[config.mk]
export PLATFORM = sky130hd
export DESIGN_NAME = uart_rx_intr
export DESIGN_NICKNAME = d
export VERILOG_FILES = /design/src/rtl/uart_rx_intr.sv
export SDC_FILE = /design/constraint.sdc
export NUM_CORES = 1
export LEC_CHECK = 0
export CORE_MARGIN = 1
export CORE_UTILIZATION = 48
export DETAILED_ROUTE_END_ITERATION = 8
export GPL_ROUTABILITY_DRIVEN = 0
export GPL_TIMING_DRIVEN = 0
export PLACE_DENSITY = 0.8
export SLEW_MARGIN = 5
export SYNTH_ARGS = -nofsm -noshare
export SYNTH_HDL_FRONTEND = slang
export SYNTH_SLANG_ARGS = --single-unit
export TNS_END_PERCENT = 50
[constraint.sdc]
create_clock -name clk -period 1.5 [get_ports clk]
set_input_delay 0.15 -clock clk [delete_from_list [all_inputs] [get_ports clk]]
set_output_delay 0.15 -clock clk [all_outputs]
set_load 0.02 [all_outputs]
[src/rtl/uart_rx_intr.sv]
`default_nettype none
// ============================================================================
//  Module      : uart_rx_intr
//  Description : 8N1 UART receiver that feeds a CPU level interrupt.
//                Each received byte is presented on rx_data and irr is raised
//                until the CPU acknowledges it with a rising edge on ack.
//                Framing errors and overruns are reported as 1-cycle pulses.
//                Optional macro UART_RX_MAJORITY_EN selects a 2-of-3 majority
//                vote around every sample point (decisions one cycle later).
//  Revision    : 1.0 - initial release
// ============================================================================
module uart_rx_intr #(
    parameter int CLKS_PER_BIT = 868
) (
    input  logic       clk,
    input  logic       reset,
    input  logic       rxd,
    input  logic       ack,
    output logic       irr,
    output logic [7:0] rx_data,
    output logic       frame_err,
    output logic       overrun
);

    localparam int CNT_W = $clog2(CLKS_PER_BIT);
    localparam int HALF  = CLKS_PER_BIT / 2;

    // The counter starts at 0 in the cycle after the falling edge is seen,
    // so the start sample (H-1 cycles after the edge) is at cnt == H-2.
    // With the majority vote the decision is taken one cycle later.
`ifdef UART_RX_MAJORITY_EN
    localparam logic [CNT_W-1:0] START_LAST = CNT_W'(HALF - 1);
`else
    localparam logic [CNT_W-1:0] START_LAST = CNT_W'(HALF - 2);
`endif
    // Every subsequent decision is one full bit period after the previous one.
    localparam logic [CNT_W-1:0] BIT_LAST = CNT_W'(CLKS_PER_BIT - 1);

    generate
        if (CLKS_PER_BIT < 8) begin : g_bad_clks_per_bit
            $error("uart_rx_intr: CLKS_PER_BIT must be >= 8");
        end
    endgenerate

    typedef enum logic [2:0] {
        IDLE  = 3'd0,
        START = 3'd1,
        DATA  = 3'd2,
        STOP  = 3'd3,
        BREAK = 3'd4
    } state_t;

    logic             rx_meta;
    logic             rxs;
    logic             bit_val;
    state_t           state;
    logic [CNT_W-1:0] cnt;
    logic [2:0]       bit_idx;
    logic [7:0]       shreg;
    logic             ack_q;
    logic             ack_rise;
    logic             start_tick;
    logic             bit_tick;
    logic             commit;

    // Two-flop synchroniser on the asynchronous serial pin; idles high.
    always_ff @(posedge clk) begin
        if (reset) begin
            rx_meta <= 1'b1;
            rxs     <= 1'b1;
        end else begin
            rx_meta <= rxd;
            rxs     <= rx_meta;
        end
    end

`ifdef UART_RX_MAJORITY_EN
    logic rxs_d1;
    logic rxs_d2;

    // Two cycles of synchronised history so the vote can see sample-1 and sample.
    always_ff @(posedge clk) begin
        if (reset) begin
            rxs_d1 <= 1'b1;
            rxs_d2 <= 1'b1;
        end else begin
            rxs_d1 <= rxs;
            rxs_d2 <= rxs_d1;
        end
    end

    // 2-of-3 vote of the line at sample-1, sample and sample+1.
    assign bit_val = (rxs_d2 & rxs_d1) | (rxs_d2 & rxs) | (rxs_d1 & rxs);
`else
    assign bit_val = rxs;
`endif

    assign ack_rise   = ack & ~ack_q;
    assign start_tick = (cnt == START_LAST);
    assign bit_tick   = (cnt == BIT_LAST);
    assign commit     = (state == STOP) && bit_tick && bit_val;

    // Receive FSM plus the interrupt/acknowledge handshake and status pulses.
    always_ff @(posedge clk) begin
        if (reset) begin
            state     <= IDLE;
            cnt       <= '0;
            bit_idx   <= 3'd0;
            shreg     <= 8'h00;
            ack_q     <= 1'b0;
            irr       <= 1'b0;
            rx_data   <= 8'h00;
            frame_err <= 1'b0;
            overrun   <= 1'b0;
        end else begin
            frame_err <= 1'b0;
            overrun   <= 1'b0;
            ack_q     <= ack;

            case (state)
                IDLE: begin
                    cnt <= '0;
                    if (!rxs) begin
                        state <= START;
                    end
                end

                START: begin
                    if (start_tick) begin
                        cnt <= '0;
                        if (bit_val) begin
                            // Line bounced back high: treat as a glitch.
                            state <= IDLE;
                        end else begin
                            bit_idx <= 3'd0;
                            state   <= DATA;
                        end
                    end else begin
                        cnt <= cnt + 1'b1;
                    end
                end

                DATA: begin
                    if (bit_tick) begin
                        cnt     <= '0;
                        shreg   <= {bit_val, shreg[7:1]};
                        bit_idx <= bit_idx + 3'd1;
                        if (bit_idx == 3'd7) begin
                            state <= STOP;
                        end
                    end else begin
                        cnt <= cnt + 1'b1;
                    end
                end

                STOP: begin
                    if (bit_tick) begin
                        cnt <= '0;
                        if (bit_val) begin
                            state <= IDLE;
                        end else begin
                            // Byte is discarded; wait for the line to recover.
                            frame_err <= 1'b1;
                            state     <= BREAK;
                        end
                    end else begin
                        cnt <= cnt + 1'b1;
                    end
                end

                BREAK: begin
                    cnt <= '0;
                    if (rxs) begin
                        state <= IDLE;
                    end
                end

                default: begin
                    cnt   <= '0;
                    state <= IDLE;
                end
            endcase

            // A commit wins over a coincident ack: the ack retires the old
            // byte and the new one becomes pending, so irr stays high.
            if (commit) begin
                rx_data <= shreg;
                irr     <= 1'b1;
                overrun <= irr & ~ack_rise;
            end else if (ack_rise) begin
                irr <= 1'b0;
            end
        end
    end

endmodule
`default_nettype wire

==> flow_metrics.tcl, run 1 <==
set metrics [dict create \
    syn_inst 180 \
    synthAdderAreaFrac_pct 2.954 \
    final_cells 258 \
    yosysSeqAreaShare_pct 44.90 \
    drc 0 \
    worstPathRequired_ns 1.74 \
    numPortBuffers 14 \
    syn2layout_area_growth_pct 27.92 \
    grt_max_degree 12 \
    ios 15 \
    fin_crit_ns 1.614 \
    antenna_found_initial 0 \
    clk_pin_slew_worst_paths_ns 0.11 \
    path_class "flip-flop to flip-flop" \
    hold_ws_ns 0.3430 \
    end_kind "flip-flop" \
    cp.arrival_ns 1.86 \
    htree_num_levels 2 \
    synth-compound-area-share_pct 8.419 \
    yosysWarnings 0 \
    yosys.area.top_type_share_pct 44.90 \
    p_per_area_mw_per_mm2 856.2 \
    ant_nets 0 \
    drt-vias-per-instance 5.112 \
    overflow 0 \
    switching_share_pct 26.11 \
    grt_setup_unrepaired "true" \
    p_leak_nw 0.8300 \
    max_stage_delay_ns 0.39 \
    muxShareOfSynthArea_pct 6.204 \
    synthSimpleGateAreaFrac_pct 30.28 \
    seqPwrFrac_pct 57.1 \
    num_rows 21 \
    critPathTopFamily "compound AO/OA/AOI/OAI gates" \
    wl_per_cell_um 12.46 \
    hold_violations 0 \
    postRouteWirelength_um 3214 \
    cts.sinks 38 \
    cts-root-buf "clkbuf_4" \
    cts_tree "yes" \
    synth_cell_types 46 \
    routed-via-count 1319 \
    synth_largest_area_cell "dfxtp_1" \
    grt_util_all_layers_pct 18.73 \
    min_period_over_period_pct 107.6 \
    drv_cap 0 \
    cts_inserted_buffers 5 \
    netlist_area_mm2 0.001694 \
    async_flop_share_pct 0 \
    p_int_mw 1.371 \
    clkLatencyLatePin_ns 0.34 \
    outcome "finished with violations" \
    synth-xor-area-share_pct 4.136 \
    setup_viol 32 \
    worst_pin_slew_ns 0.4683 \
    hold_path.class "input pin to flip-flop" \
    slew_headroom_pct 68.78 \
    n_antenna_cell 0 \
    die_y_um 61.41 \
    comb_power_share_pct 16.9 \
    place_ws_ns -0.2353 \
    syn_avg_cell_area_um2 9.412 \
    first_pass_iters 4 \
    ys_seq_elements 38 \
    synth_edf_count 0 \
    fin_skew_ns 0.009322 \
    ys.flop_type "dfxtp_1" \
    fmax_mhz 619.4 \
    die_x_um 61.41 \
    worstPathMaxFanout 4 \
    worst_setup_path_start_kind "flip-flop" \
    drive_above_1_share_pct 29.25 \
    violations "negative setup slack" \
    cpMaxStageDelayCell "dfxtp_4" \
    p_sw_uw 484.4 \
    grt_pass1_wl_um 5092 \
    crit_chain "ha_4 -> nand4bb_1 -> o21ai_0 -> o211a_1 -> nand3_4 -> mux2_4" \
    dpl.hpwl_um 2054 \
    ir_worst_vdd_uv 460.9 \
    synth_area_leaders "dfxtp_1 45%, nor2_1 6.4%, mux2i_1 5.3%" \
    design.core.area_mm2 0.003363 \
    final_core_utilization_pct 64.43 \
    grt_pass1_vias 1166 \
    drv_slew 0 \
    finalWorstSetupSlack_ns -0.1145 \
    clockBufferDepth 2 \
    drt_iter0_markers 62 \
    nets 220 \
    synth_top_family_by_area "simple AND/OR/NAND/NOR gates" \
    path_buf_inv 0 \
    die_area_mm2 0.003771 \
    placedCellCount 240 \
    start_util_pct 50.37 \
    p_clk_share_pct 26.0 \
    syn_nets 188 \
]
==> sequential cells by signal (all words and copies together) (netlist names) <==
name,cells
ack_q,1
shreg,8
overrun,1
irr,1
rx_meta,1
bit_idx,3
state,3
rx_data,8
cnt,10
bit_val,1
frame_err,1
==> synthesized netlist by cell type, types with 3 or more instances <==
cell and instances:
nand2_1 21, ha_1 4, inv_1 6, nor3_1 3, buf_2 3, o21ai_0 3
dfxtp_1 38, clkbuf_1 3, mux2i_1 9, nand3_1 3, nor2_1 29, xnor2_1 6
a21oi_1 10
==> kinds of logic after synthesis <==
family	count (synthesis)
AO/OA/AOI/OAI	22
multiplexers	10
XOR/XNOR	8
buffers and inverters	13
flip-flops	38
AND/OR/NAND/NOR	85
adder cells (fa/ha/maj)	4
==> routing by layer <==
metal	global-route usage (%)	vias up	wire length, µm
met5	0	-	0
met4	9.206	0	53
met3	6.092	6	100
met2	29.50	27	1534
met1	23.15	612	1526
li1	-	674	-
==> per-stage QoR <==
stage | power (mW) | setup TNS (ns) | area (µm²)
detailed placement | 1.273 | -5.980 | 1913
CTS | 1.845 | -2.033 | 2069
finish | 1.855 | -1.917 | 2167
floorplan | 1.231 | -0.09898 | 1715
global placement | 1.269 | -5.050 | 1913
global route | 1.938 | -4.647 | 2167
==> path summary, 6_finish.rpt <==
path | from | to | slack (ns) | depth (start not counted)
worst max-delay path | cnt[1] | state[0] | -0.11 | 6
worst min-delay path | ack | ack_q | 0.34 | 3
worst max register to register | cnt[1] | state[0] | -0.11 | 6
worst min register to register | rx_meta | bit_val | 0.44 | 1
==> cells in the final DEF (no fill, tap or decap), drive strengths merged, types with 3 or more instances in the layout <==
master,synthesis,final
dlymetal6s2s,0,5
mux2i,9,9
o21ai,4,4
inv,7,7
clkbuf,3,8
buf,3,13
xnor2,6,6
nor3,4,4
nand3,5,5
or2,3,3
dfxtp,38,38
nor3b,3,3
nor2,31,32
clkdlybuf4s50,0,9
nand2,22,22
ha,4,4
a21oi,10,10
==> cell type report <==
class	count	area (µm²)
Sequential cell	38	774.5
Clock inverter	2	10.01
Inverter	7	26.28
Tap cell	46	57.56
Fill cell	267	1196
Multi-Input combinational cell	130	991.0
Clock buffer	5	37.54
Timing Repair Buffer	25	242.7
Buffer	5	27.53
==> worst min-delay path, cell delays in order <==
cell and delay (ns):
clkdlybuf4s50_1 0.39, inv_1 0.06, nor2_1 0.04
==> power by group through the flow <==
stage / Clock (mW) / Combinational (mW) / Sequential [mW]
3_5_place_dp: 0 / 0.196 / 1.08
4_1_cts: 0.500 / 0.291 / 1.05
3_3_place_gp: 0 / 0.191 / 1.08
2_1_floorplan: 0 / 0.160 / 1.07
5_1_grt: 0.539 / 0.337 / 1.06
6_report: 0.482 / 0.314 / 1.06
==> what timing repair did <==
item,in CTS,in global routing
hold buffers,0,0
resized for setup,15,20
cloned,2,0
setup buffers,6,4
endpoints found under the setup margin,33,39
pin swaps,19,7
No activity file was read; power rests on OpenSTA's default activity.
==> run 2: changes to the inputs <==
SLEW_MARGIN = unset   (was 5)
==> results of run 2 <==
Same layout as run 1: the final DEF is identical, and so are final timing and power.
==> edit 1 (flow settings as in run 2) <==
Build with the macro `UART_RX_MAJORITY_EN` defined.
--- a/src/rtl/uart_rx_intr.sv
+++ b/src/rtl/uart_rx_intr.sv
@@ -9,6 +9,8 @@
 //                vote around every sample point (decisions one cycle later).
 //  Revision    : 1.0 - initial release
 // ============================================================================
+`define UART_RX_MAJORITY_EN
+
 module uart_rx_intr #(
     parameter int CLKS_PER_BIT = 868
 ) (
Behaviour: no difference found for any inputs over 10 cycles, from zero or initial values and one cycle with reset high; that may be too few to reach the edited logic, so the function may still have changed.
==> edit 1 against run 2 <==
- the flow still finishes with violations (setup timing)
- count of clock-buffer cells in the layout unchanged
- synthesized area shrank 0.59%
- die area is 0.57% lower
- setup slack got worse by 0.0011 ns
- sequential cell count is 2 higher
- design area is 1.6% higher
- routed wire length is 18% higher
- non-clock buffer count increased by 5
- utilization increased by 1.6 points
- critical endpoint is now bit_idx[2]$_SDFFE_PP0P_
- largest cell class unchanged
Power is not compared: it rests on default switching activity, and its combinational part moved more than twofold at a synthesized area within 25%.
==> edit 1: results (changes against run 2) <==
status finished, violations left (unchanged); failing checks setup timing (unchanged); Area contributors post-synth dfxtp_1 (48%), a21oi_1 (6.2%), nand2_1 (4.7%) (was dfxtp_1 (45%), nor2_1 (6.4%), mux2i_1 (5.3%)); wire length on met2 1780 um (was 1530 um); Nets 229 (was 220); Power Internal between 1 and 1.5 mW; Hold Crit Class in -> reg (unchanged); Static Leak 0.882 nW; Adder-Cell Fraction of Synth Area 3.57% (was 2.95%); initial antenna violation count 0 (unchanged); Final HPWL DP 2240 um (was 2050 um); top flop regs cnt (10), rx_data (8), shreg (8) (unchanged); drt first pass iters 4 (unchanged); Reg clk slew, reported paths ~0.12 ns; final setup vio count 33 (was 32); Post-Synth XOR/XNOR Area 4.68% (was 4.14%); share of flip-flops with an asynchronous set or reset 0% (unchanged); multiplexer share of the synthesized area 0% (was 6.20%); met2 GRT Util 32.8% (was 29.5%); Antenna Cells 0 (unchanged); first-pass GRT wire length 5700 um (was 5090 um); final wirelength 3790 um (was 3210 um); met1 GRT Util 27.5% (was 23.1%); setup TNS -1.54 ns (was -1.92 ns); Mapped Nets 196 (was 188); VDD IR max 0.675 mV; most frequent cells after synthesis dfxtp_1 (40), a21oi_1 (21), nand2_1 (21), nor2_1 (13), nand4_1 (11) (was dfxtp_1 (38), nor2_1 (29), nand2_1 (21), a21oi_1 (10), mux2i_1 (9)); total of warnings raised by yosys 0 (unchanged); largest net degree at the start of global routing 15 (was 12); WL/cell 14.1 um (was 12.5 um); Metal-1 WL 1730 um (was 1530 um); CTS root buf clkbuf_4 (unchanged); post-synthesis compound-gate area fraction 13.0% (was 8.42%); Post-synth EDFFs 0 (unchanged); Post-Place Setup Slack -0.228 ns (was -0.235 ns); post-synthesis sequential area ratio 47.5% (was 44.9%); measured slew at the worst slew-check pin 0.521 ns (was 0.468 ns); Area Overhead vs Synth 30.8% (was 27.9%); TritonCTS Buffers 5 (unchanged); Clock Tree Buf Depth 2 (unchanged); DP Cell Count 248 (was 240); crit-path max FO 5 (was 4); vias in the first global route 1,250 (was 1,166); via count 1,463 (was 1,319); Top Layer Used met4 (unchanged); DP Area 1900 um^2 (was 1910 um^2); Critical Path AT around 1.9 ns; fraction of layout cells with a size suffix above 1 25.7% (was 29.2%); 1st-iter DRT viols 89 (was 62); Synth Instances 188 (was 180); I/O Buffers 14 (unchanged); post-CTS setup repair buffer count 6 (unchanged); count of cell types in the netlist 38 (was 46); post-cts resize count 25 (was 15); metal3 WL 216 um (was 100 um); Skew-Pair Late Insertion Delay 0.37 ns (was 0.34 ns); Max Clock Skew 0.0221 ns (was 0.00932 ns); Tot GR Track Use 21.3% (was 18.7%); met3 usage 6.72% (was 6.09%); Final WS setup -0.116 ns (was -0.114 ns)
## edit 1: cell type report
class / count / area, um^2
flip-flops and latches: 40 / 815
plain buffers: 8 / 56.3
fillers: 260 / 1130
repair buffers: 27 / 258
clock inverters: 3 / 46.3
clock buffers: 5 / 37.5
well taps: 46 / 57.6
multi-input cells: 136 / 921
inverters: 3 / 11.3
## edit 1: critical path, cell delays in order, from the launching register on
cell	delay, ns
dfxtp_4	0.37
ha_4	0.16
and4bb_4	0.22
buf_4	0.14
and4_2	0.24
buf_4	0.16
a32oi_1	0.17
nand2_1	0.07
## edit 1: power groups by stage
stage | Sequential, mW | Combinational, mW | Clock [mW]
2_1_floorplan | 1.10 | 0.0232 | 0
3_3_place_gp | 1.10 | 0.0389 | 0
3_5_place_dp | 1.10 | 0.0392 | 0
4_1_cts | 1.07 | 0.0427 | 0.753
5_1_grt | 1.07 | 0.0494 | 0.787
6_report | 1.07 | 0.0452 | 0.737
## edit 1: worst paths after layout
check | start | endpoint | slack, ns | cells past startpoint
worst max register to register | cnt[0]$_SDFF_PP0_ | bit_idx[2]$_SDFFE_PP0P_ | -0.12 | 7
worst min-delay path | ack | ack_q$_SDFF_PP0_ | 0.34 | 3
worst min register to register | rx_meta$_SDFF_PP1_ | rxs$_SDFF_PP1_ | 0.43 | 1
worst max-delay path | cnt[0]$_SDFF_PP0_ | bit_idx[2]$_SDFFE_PP0P_ | -0.12 | 7
## edit 1: kinds of logic (layout without fill, tap and decap cells)
family,count (synthesis),count (layout)
DFF,40,40
and+or+nand+nor,83,83
buffers and inverters,13,46
adders and majority gates,5,5
AOI/OAI and AO/OA,38,39
xor gates and xnor gates,9,9
==> edit 2 (config.mk and constraints of run 2) <==
Without the edit above. Re-encode `state_t` (5 states) as one-hot, 5 bits wide.
--- a/src/rtl/uart_rx_intr.sv
+++ b/src/rtl/uart_rx_intr.sv
@@ -42,12 +42,12 @@
         end
     endgenerate
 
-    typedef enum logic [2:0] {
-        IDLE  = 3'd0,
-        START = 3'd1,
-        DATA  = 3'd2,
-        STOP  = 3'd3,
-        BREAK = 3'd4
+    typedef enum logic [4:0] {
+        IDLE  = 5'b00001,
+        START = 5'b00010,
+        DATA  = 5'b00100,
+        STOP  = 5'b01000,
+        BREAK = 5'b10000
     } state_t;
 
     logic             rx_meta;
Function: no difference found for any inputs over 10 cycles, from zero or initial values and one cycle with reset high; not proved beyond that.
==> edit 2 against run 2 <==
- design area grew 12%
- non-clock buffer count up 15
- synthesized area increased by 4.1%
- sequential share of layout area shrank 2.2 points
- routed wire length rose by 35%
- critical path depth shrank 1
- setup slack got worse by 0.29 ns
- power is 19% higher
- first-iteration DRC count grew 94%
- critical endpoint is now bit_idx[0]$_SDFFE_PP0P_
- worst hold slack worse by 0.016 ns
- sequential cell count grew 2
- the flow still finishes with violations (setup timing)
- critical path type unchanged
- clock skew grew 0.0018 ns
- via count grew 16%
==> edit 2: results (changes against run 2) <==
status finished, violations left (unchanged); failing checks setup timing (unchanged); Critical Path AT 2.19 ns (was 1.86 ns); final setup vio count 36 (was 32); Post-Place Setup Slack -0.533 ns (was -0.235 ns); Area contributors post-synth dfxtp_1 (45%), mux2i_1 (9.1%), nor2_1 (7.9%) (was dfxtp_1 (45%), nor2_1 (6.4%), mux2i_1 (5.3%)); via count 1,528 (was 1,319); clock tree cell share of total cell area 3.13% (was 2.19%); setup TNS -10.63 ns (was -1.92 ns); Fill cells 254 (was 267); hold slack 0.327 ns (was 0.343 ns); multi-input logic area 1080 um^2 (was 991 um^2); sequential power share 51.0% (was 57.1%); Worst Setup SP state[1]$_SDFFE_PP0P_ (was cnt[1]$_SDFF_PP0_); crit-path max FO 7 (was 4); Post-Synth XOR/XNOR Area 4.96% (was 4.14%); Nets 243 (was 220); count of cell types in the netlist 45 (was 46); worst reg2reg endpoint bit_idx[0]$_SDFFE_PP0P_ (was state[0]$_SDFFE_PP0P_); fraction of layout cells with a size suffix above 1 30.9% (was 29.2%); post-CTS setup repair buffer count 16 (was 6); cells on worst reg2reg path 5 (was 6); Max Clock Skew 0.0111 ns (was 0.00932 ns); most frequent cells after synthesis dfxtp_1 (40), nor2_1 (37), mux2i_1 (16), a21oi_1 (8), nand2_1 (8) (was dfxtp_1 (38), nor2_1 (29), nand2_1 (21), a21oi_1 (10), mux2i_1 (9)); vias in the first global route 1,400 (was 1,166); multiplexer share of the synthesized area 9.72% (was 6.20%); final wirelength 4350 um (was 3210 um); post-cts resize count 26 (was 15); Storage cell area 817 um^2 (was 774 um^2); Final WS setup -0.402 ns (was -0.114 ns); Seq Cell Count 40 (was 38); Tot GR Track Use 21.5% (was 18.7%); Signal inverters 4 (was 7); Power Internal 1.60 mW (was 1.37 mW); 1st-iter DRT viols 120 (was 62); count of multi-input gates 139 (was 130); Slew headroom 65.8% (was 68.8%); Signal buf overhead 16.0% (was 12.5%); post-synthesis compound-gate area fraction 9.08% (was 8.42%); post-synthesis sequential area ratio 45.4% (was 44.9%); Final HPWL DP 2260 um (was 2050 um); largest net degree at the start of global routing 13 (was 12); combinational power 0.369 mW (was 0.314 mW)
-- edit 2: cell count changes after synthesis, sizes merged, moves of 3 or more --
cell / before / now
nor2: 31 / 37
or3: 0 / 4
nand2: 22 / 8
mux2i: 9 / 16
clkbuf: 3 / 7
inv: 7 / 4
-- edit 2: metrics by stage --
step / util, % / area [um^2] / std cells
6_report: 71.3 / 2430 / 282
5_1_grt: 71.3 / 2430 / 282
4_1_cts: 67.1 / 2290 / 275
3_5_place_dp: 59.0 / 2010 / 254
3_3_place_gp: 59.0 / 2010 / 254
2_1_floorplan: - / 1820 / 194
-- edit 2: layer usage --
layer  routed length, um  global-route usage [%]
met1                1870                    25.1
met2                2070                    33.7
met3                 206                    6.02
met4                 204                    15.4
met5                   0                       0
-- edit 2: worst max-delay path, cell delays in order, from the launching register on --
cell	delay (ns)
dfxtp_2	0.45
nand2b_1	0.12
or4_4	0.52
a2bb2oi_4	0.18
or4_4	0.42
a21oi_2	0.14
